### src/rtl/seq_mul_div.sv
// Iterative multiply/divide engine: shift-add multiply (N x N -> 2N) and restoring
// divide (2N / N -> 2N quotient, N remainder), one array row per clock.
module seq_mul_div #(
   parameter int unsigned N = 4,
   localparam int unsigned CW = $clog2(2*N) + 1
) (
   input  logic           clk,
   input  logic           rst_n,
   input  logic           start,
   input  logic           mode,
   input  logic [N-1:0]   b_in,
   input  logic [2*N-1:0] l_in,
   output logic           busy,
   output logic           done,
   output logic [2*N-1:0] mul_out,
   output logic [2*N-1:0] quot_out,
   output logic [N-1:0]   rem_out,
   output logic           div_zero
);

   localparam int unsigned W2 = 2 * N;

   typedef enum logic [1:0] {
      IDLE = 2'd0,
      RUN  = 2'd1,
      DONE = 2'd2
   } state_e;

   state_e          state_q, state_d;
   logic [CW-1:0]   cnt_q, cnt_d;
   logic            mode_q, mode_d;
   logic [N-1:0]    b_q, b_d;
   logic [W2-1:0]   l_q, l_d;
   logic [W2-1:0]   mcand_q, mcand_d;
   logic [W2-1:0]   acc_q, acc_d;
   logic [N-1:0]    prem_q, prem_d;
   logic            busy_q, busy_d;
   logic            done_q, done_d;
   logic [W2-1:0]   mul_out_q, mul_out_d;
   logic [W2-1:0]   quot_out_q, quot_out_d;
   logic [N-1:0]    rem_out_q, rem_out_d;
   logic            div_zero_q, div_zero_d;

   logic [N:0]      shifted;
   logic            trial_ok;
   logic [N-1:0]    prem_step;
   logic [W2-1:0]   acc_step;

   // One array row: restoring trial subtract (divide) or conditional add (multiply).
   // A set top bit of the shifted remainder already exceeds any N-bit divisor.
   always_comb begin
      shifted   = {prem_q, l_q[W2-1]};
      trial_ok  = shifted[N] | (shifted[N-1:0] >= b_q);
      prem_step = trial_ok ? (shifted[N-1:0] - b_q) : shifted[N-1:0];
      if (mode_q) begin
         acc_step = {acc_q[W2-2:0], trial_ok};
      end else begin
         acc_step = l_q[0] ? (acc_q + mcand_q) : acc_q;
      end
   end

   // Next-state and datapath control.
   always_comb begin
      state_d    = state_q;
      cnt_d      = cnt_q;
      mode_d     = mode_q;
      b_d        = b_q;
      l_d        = l_q;
      mcand_d    = mcand_q;
      acc_d      = acc_q;
      prem_d     = prem_q;
      mul_out_d  = mul_out_q;
      quot_out_d = quot_out_q;
      rem_out_d  = rem_out_q;
      div_zero_d = div_zero_q;

      case (state_q)
         IDLE, DONE: begin
            if (start) begin
               mode_d     = mode;
               b_d        = b_in;
               l_d        = l_in;
               mcand_d    = W2'(b_in);
               acc_d      = '0;
               prem_d     = '0;
               cnt_d      = mode ? CW'(2 * N) : CW'(N);
               div_zero_d = 1'b0;
               if (mode && (b_in == '0)) begin
                  state_d    = DONE;
                  quot_out_d = '1;
                  rem_out_d  = l_in[N-1:0];
                  div_zero_d = 1'b1;
               end else begin
                  state_d = RUN;
               end
            end else begin
               state_d = IDLE;
            end
         end

         RUN: begin
            cnt_d = cnt_q - CW'(1);
            acc_d = acc_step;
            if (mode_q) begin
               prem_d = prem_step;
               l_d    = {l_q[W2-2:0], 1'b0};
            end else begin
               l_d     = {1'b0, l_q[W2-1:1]};
               mcand_d = {mcand_q[W2-2:0], 1'b0};
            end
            if (cnt_q == CW'(1)) begin
               state_d = DONE;
               if (mode_q) begin
                  quot_out_d = acc_step;
                  rem_out_d  = prem_step;
               end else begin
                  mul_out_d = acc_step;
               end
            end
         end

         default: state_d = IDLE;
      endcase

      busy_d = (state_d == RUN);
      done_d = (state_d == DONE);
   end

   always_ff @(posedge clk or negedge rst_n) begin
      if (!rst_n) begin
         state_q    <= IDLE;
         cnt_q      <= '0;
         mode_q     <= 1'b0;
         b_q        <= '0;
         l_q        <= '0;
         mcand_q    <= '0;
         acc_q      <= '0;
         prem_q     <= '0;
         busy_q     <= 1'b0;
         done_q     <= 1'b0;
         mul_out_q  <= '0;
         quot_out_q <= '0;
         rem_out_q  <= '0;
         div_zero_q <= 1'b0;
      end else begin
         state_q    <= state_d;
         cnt_q      <= cnt_d;
         mode_q     <= mode_d;
         b_q        <= b_d;
         l_q        <= l_d;
         mcand_q    <= mcand_d;
         acc_q      <= acc_d;
         prem_q     <= prem_d;
         busy_q     <= busy_d;
         done_q     <= done_d;
         mul_out_q  <= mul_out_d;
         quot_out_q <= quot_out_d;
         rem_out_q  <= rem_out_d;
         div_zero_q <= div_zero_d;
      end
   end

   assign busy     = busy_q;
   assign done     = done_q;
   assign mul_out  = mul_out_q;
   assign quot_out = quot_out_q;
   assign rem_out  = rem_out_q;
   assign div_zero = div_zero_q;

endmodule

### config.mk
export PLATFORM = sky130hd
export DESIGN_NAME = seq_mul_div
export DESIGN_NICKNAME = d
export VERILOG_FILES = /design/src/rtl/seq_mul_div.sv
export SDC_FILE = /design/constraint.sdc
export NUM_CORES = 1
export LEC_CHECK = 0
export ABC_AREA = 1
export CAP_MARGIN = 20
export CORE_UTILIZATION = 65
export CTS_BUF_LIST = sky130_fd_sc_hd__clkbuf_2 sky130_fd_sc_hd__clkbuf_4 sky130_fd_sc_hd__clkbuf_8
export CTS_CLUSTER_DIAMETER = 150
export CTS_CLUSTER_SIZE = 40
export DETAILED_ROUTE_END_ITERATION = 8
export DONT_BUFFER_PORTS = 1
export HOLD_SLACK_MARGIN = 0.05
export PLACE_DENSITY = 0.88
export REMOVE_ABC_BUFFERS = 1
export SLEW_MARGIN = 20
export SYNTH_ARGS = -nofsm -noshare
export SYNTH_HDL_FRONTEND = slang
export SYNTH_SLANG_ARGS = --single-unit
### constraint.sdc
create_clock -name clk -period 4.42 [get_ports clk]
set_input_delay 0.221 -clock clk [delete_from_list [all_inputs] [get_ports clk]]
set_output_delay 0.221 -clock clk [all_outputs]
set_load 0.01 [all_outputs]
Yosys cells after proc, flatten, opt, wreduce, memory -nomap -nowiden --
Cells that the tools add are included.
Storage, ports and cells: register bits after elaboration 62, input bits 16, output and inout port bits 23, logic and storage cells 72
Cells by class: $add $sub $neg 3, $lt $le $gt $ge 1, equal/unequal tests 10, mux-type cells 31, bitwise logic cells 2, reduce and logical (&&, ||, !) cells 11
Operators with widths (count):
- 8-bit two-way mux | 11
- 8-bit one-hot mux with 2 select lines | 4
- 4-bit two-way mux | 8
- 4-bit one-hot mux with 2 select lines | 3
- 2-bit inequality test (second input constant) | 5
- 3-bit AND reduction | 3
- 8-bit adder | 1
- 2-bit two-way mux | 3
- 5-bit AND reduction | 1
- 2-bit by 1-bit equality test with 1-bit output (second input constant) | 2
- 2-bit equality test (second input constant) | 2
- 4-bit by 1-bit equality test with 1-bit output (second input constant) | 1
- 4-bit greater-or-equal comparator | 1
- 4-bit logical NOT | 1
- 2-bit one-hot mux with 2 select lines | 1
- 2-bit AND reduction | 2
- 4-bit by 1-bit subtractor with 4-bit output (second input constant) | 1
- 4-bit subtractor | 1
- 2-bit logical NOT | 1
- 2-bit nonzero test | 1
- 2-bit OR reduction | 1
- 1-bit logical AND | 1
- 1-bit two-way mux | 1
- 1-bit NOT | 1
- 1-bit bitwise OR | 1

Longest topological paths before layout --
depth after elaboration 6, depth in mapped cells 13, mapped depth without buffers 13

Least setup slack after synthesis --
OpenSTA, ideal clock, no wires.
kind register -> register, start point reg l_q[7], end point reg quot_out_q[0] (netlist: quot_out[0]), arrival 1.697 ns, path slack 2.585 ns, stages on the path, launching flop included 10, cells stage by stage dfrtp_1 > inv_1 > ha_1 > inv_1 > fa_1 > nand3_1 > and2_1 > nand3_1 > a21boi_0 > a22oi_1
On the way: word-level cells in the longest chain between the ends 6
RTL lines:
- start: declaration | line 33 | logic [W2-1:0] l_q, l_d;
- start signal: assignment | line 150 | l_q <= l_d;
- 4-bit greater-or-equal comparator | line 53 | trial_ok = shifted[N] | (shifted[N-1:0] >= b_q);
- 1-bit bitwise OR | line 53
- 8-bit two-way mux | line 55 | if (mode_q) begin
- 8-bit two-way mux | line 113 | if (mode_q) begin
- 8-bit two-way mux | line 111 | if (cnt_q == CW'(1)) begin
- 8-bit one-hot mux with 2 select lines | line 77 | case (state_q)
- end signal: assignment | line 157 | quot_out_q <= quot_out_d;
- end: declaration | line 40 | logic [W2-1:0] quot_out_q, quot_out_d;
Every way passes these cells. The select of a mux whose other input is x is not followed. A chain may end at the register's enable or synchronous reset.

Worst setup path after layout --
Ends and elaborated chain as after synthesis.

==> flow_summary.toml <==
[min_path]
worstHoldEndpoint = "mcand_q[1]$_DFFE_PN0P_"
hp-class = "in -> reg"
hold_path.startpoint = "b_in[1]"
holdPathStages = 2

[critical_path]
startpoint_type = "flop"
critPathSlowestCell = "fa_1"
arrival_ps = 2420
r2r_start = "l_q[7]$_DFFE_PN0P_"
crit_start = "l_q[7]$_DFFE_PN0P_"
crit_family = "adder cells"
crit_required_ps = 4630
r2r_slack_ps = 2210
crit_path_end_kind = "flop"
reg2reg_to = "quot_out[0]$_DFFE_PN0P_"
cp_num_buf_inv = 2
r2r_cells = 9
crit_chain = "inv_1 > ha_1 > inv_1 > fa_1 > nand3_1 > and2_1 > nand3_1 > a21boi_0 > a22oi_1"
cpPeakStageDelay_ps = 400
setup.worst_path.class = "reg -> reg"
critPathMaxFanout = 6

[synth]
synthSimpleGateAreaFrac_pct = 19.55
yosysTopAreaCellShare_pct = 46.62
synthAdderAreaFrac_pct = 6.090
ys_types = 35
seq_area_frac_synth_pct = 46.62
syn_inst = 401
muxShareOfSynthArea_pct = 0
syn_area_um2 = 3328
yosysWarnings = 0
yosysTopAreaCell = "dfrtp_1"
synth-xor-area-share_pct = 1.053
synth_compound_area_share_pct = 16.69
synth_seq_cells = 62
avgSynthCellArea_um2 = 8.300
synth_area_leaders = "dfrtp_1 (47%), nand2_1 (10%), inv_1 (7.8%), o21ai_0 (5.6%), ha_1 (4.9%)"
synth_top_family_by_area = "simple AND/OR/NAND/NOR gates"

[grt]
grtUsageTotal_pct = 32.84
grt_max_degree = 63
antenna_found_initial = 0
grt_pass1_vias = 2811
grt_pass1_wl_mm = 12.94
overflow = 0

[cells_and_area]
diodes = 0
layout_common_cells = "nand2_1 (92), inv_1 (69), dfrtp_1 (62)"
drive_gt1_share_pct = 7.748
final_common_cell = "nand2_1"
final_area_um2 = 3650
syn_to_final_growth_pct = 9.662
nets = 439

[sta]
setup_ws_ps = 2212
slew_headroom_pct = 53.16
finalSetupViolCount = 0
fin_crit_sh_pct = 49.94
setup_tns_ps = 0
holdWs_ps = 60.30
final_max_slew_viol_count = 0
fmax_mhz = 453.0
hold_viol = 0
period_minus_slack_ps = 2208
worst_pin_slew_ps = 700.9
fin_skew_ps = 8.492
rsz0062_at_grt = "no"

[clock_tree]
cts_tree = "done"
clock_latency_ps = 350
cts-htree-levels = 3
cts_num_sinks = 62
clkTransAtPathRegs_ps = 70
clock_path_buffers = 2
cts_made_buffers = 9
cts_resized = 0
post-cts-setup-buffer-count = 0
root_buffer = "clkbuf_8"

[floorplanning]
rows = 25
io_pins = 39
die_y_um = 73.56
fp.dieW_um = 73.56
coreArea_um2 = 4817
dieArea_um2 = 5410
initial_utilization_pct = 69.09

[power_and_ir_drop]
power.leakage_uw = 0.001873
peakVddDrop_v = 0.0005996
p_per_area_nw_per_um2 = 877.9

[detailed_routing]
routed_wl_mm = 7.820
num_vias = 2836
routed_via_density = 5.908
drc = 0
met2WireLength_mm = 3.825
topRoutingLayerUsed = "met4"
met3_length_um = 484
drt-initial-drc-count = 257
wl_per_cell_um = 16.29
drt-met1-wl_mm = 3.209
antenna_left = 0
drtPass1Iterations = 5

[placed_design]
place_area_um2 = 3359
dp_hpwl_mm = 5.372
finalWeightedCongestion = 0.8643
pre_cts_ws_ps = 2297
port_buffers = 0

[outcome]
status = "completed"

[job]
cap_violations = 0
==> cell usage after synthesis (all sizes together) <==
cell type,count
o22ai,14
clkinv,1
fa,2
buf,9
dfrtp,62
a21oi,14
nand3,23
nor2,15
a21boi,6
nand2,97
or2,1
inv,73
xor2,1
nand4,5
o221ai,2
o21ai,41
a21o,2
nand3b,1
a32oi,3
a31oi,1
and2,1
xnor2,3
a22oi,8
o211ai,3
ha,13
==> worst register-to-register path: cells and delay by family (launching register included) <==
family,cells,cell delay [ps]
AOI/OAI and AO/OA,2,470
adders and majority gates,2,560
buffers and inverters,2,170
DFF,1,380
and+or+nand+nor,3,490
==> routing by layer <==
metal	global-route usage, %	up-vias
li1	-	1330
met1	39.69	1356
met2	52.70	118
met3	9.053	32
met4	19.23	0
met5	0	-
==> worst max path at each step <==
stage	to	cells after the start	slack, ps
4_1_cts	quot_out[0]$_DFFE_PN0P_	9	2270
3_5_place_dp	quot_out[0]$_DFFE_PN0P_	9	2300
6_report	quot_out[0]$_DFFE_PN0P_	9	2210
2_1_floorplan	quot_out[0]$_DFFE_PN0P_	9	2580
5_1_grt	quot_out[0]$_DFFE_PN0P_	9	2050
3_3_place_gp	acc_q[0]$_DFFE_PN0P_	9	2440
==> flip-flops by register name (all words and copies together) (netlist names) <==
| register | cells |
|---|---|
| acc_q | 8 |
| l_q | 8 |
| div_zero | 1 |
| mul_out | 8 |
| quot_out | 8 |
| busy | 1 |
| rem_out | 4 |
| mode_q | 1 |
| state_q | 2 |
| b_q | 4 |
| done | 1 |
| cnt_q | 4 |
| mcand_q | 8 |
| prem_q | 4 |
==> cell type report <==
class | count | area (um^2)
Sequential cell | 62 | 1551
Multi-Input combinational cell | 256 | 1444
Fill cell | 341 | 1167
Inverter | 74 | 280.3
Clock buffer | 9 | 123.9
Clock inverter | 7 | 98.84
Tap cell | 67 | 83.83
Timing Repair Buffer | 5 | 67.56
==> where the power goes <==
group	switching [uW]	internal, uW	total (uW)	leakage, uW
logic	1020	547	1570	0.00101
clock network	244	319	563	0.000109
registers	242	827	1070	0.000750
total	1510	1690	3200	0.00187
==> cell families after synthesis <==
| kind of cell | Yosys count |
|---|---|
| fa+ha+maj | 15 |
| flops | 62 |
| buf+inv | 83 |
| compound gates | 94 |
| xor+xnor | 4 |
| simple gates | 143 |
==> per-stage QoR <==
| stage | std cells | total power (uW) | utilization, % |
|---|---|---|---|
| after floorplan | 392 | 2197 | - |
| after global placement | 459 | 2508 | 69.74 |
| after detailed placement | 459 | 2584 | 69.74 |
| after CTS | 480 | 3184 | 75.77 |
| after global routing | 480 | 3479 | 75.77 |
| final | 480 | 3204 | 75.77 |
==> what timing repair did <==
item                                   CTS  global route
endpoints found under the hold margin   66             0
hold buffers                             5             0
setup endpoints to repair                0             0
No activity file was read; power rests on OpenSTA's default activity.
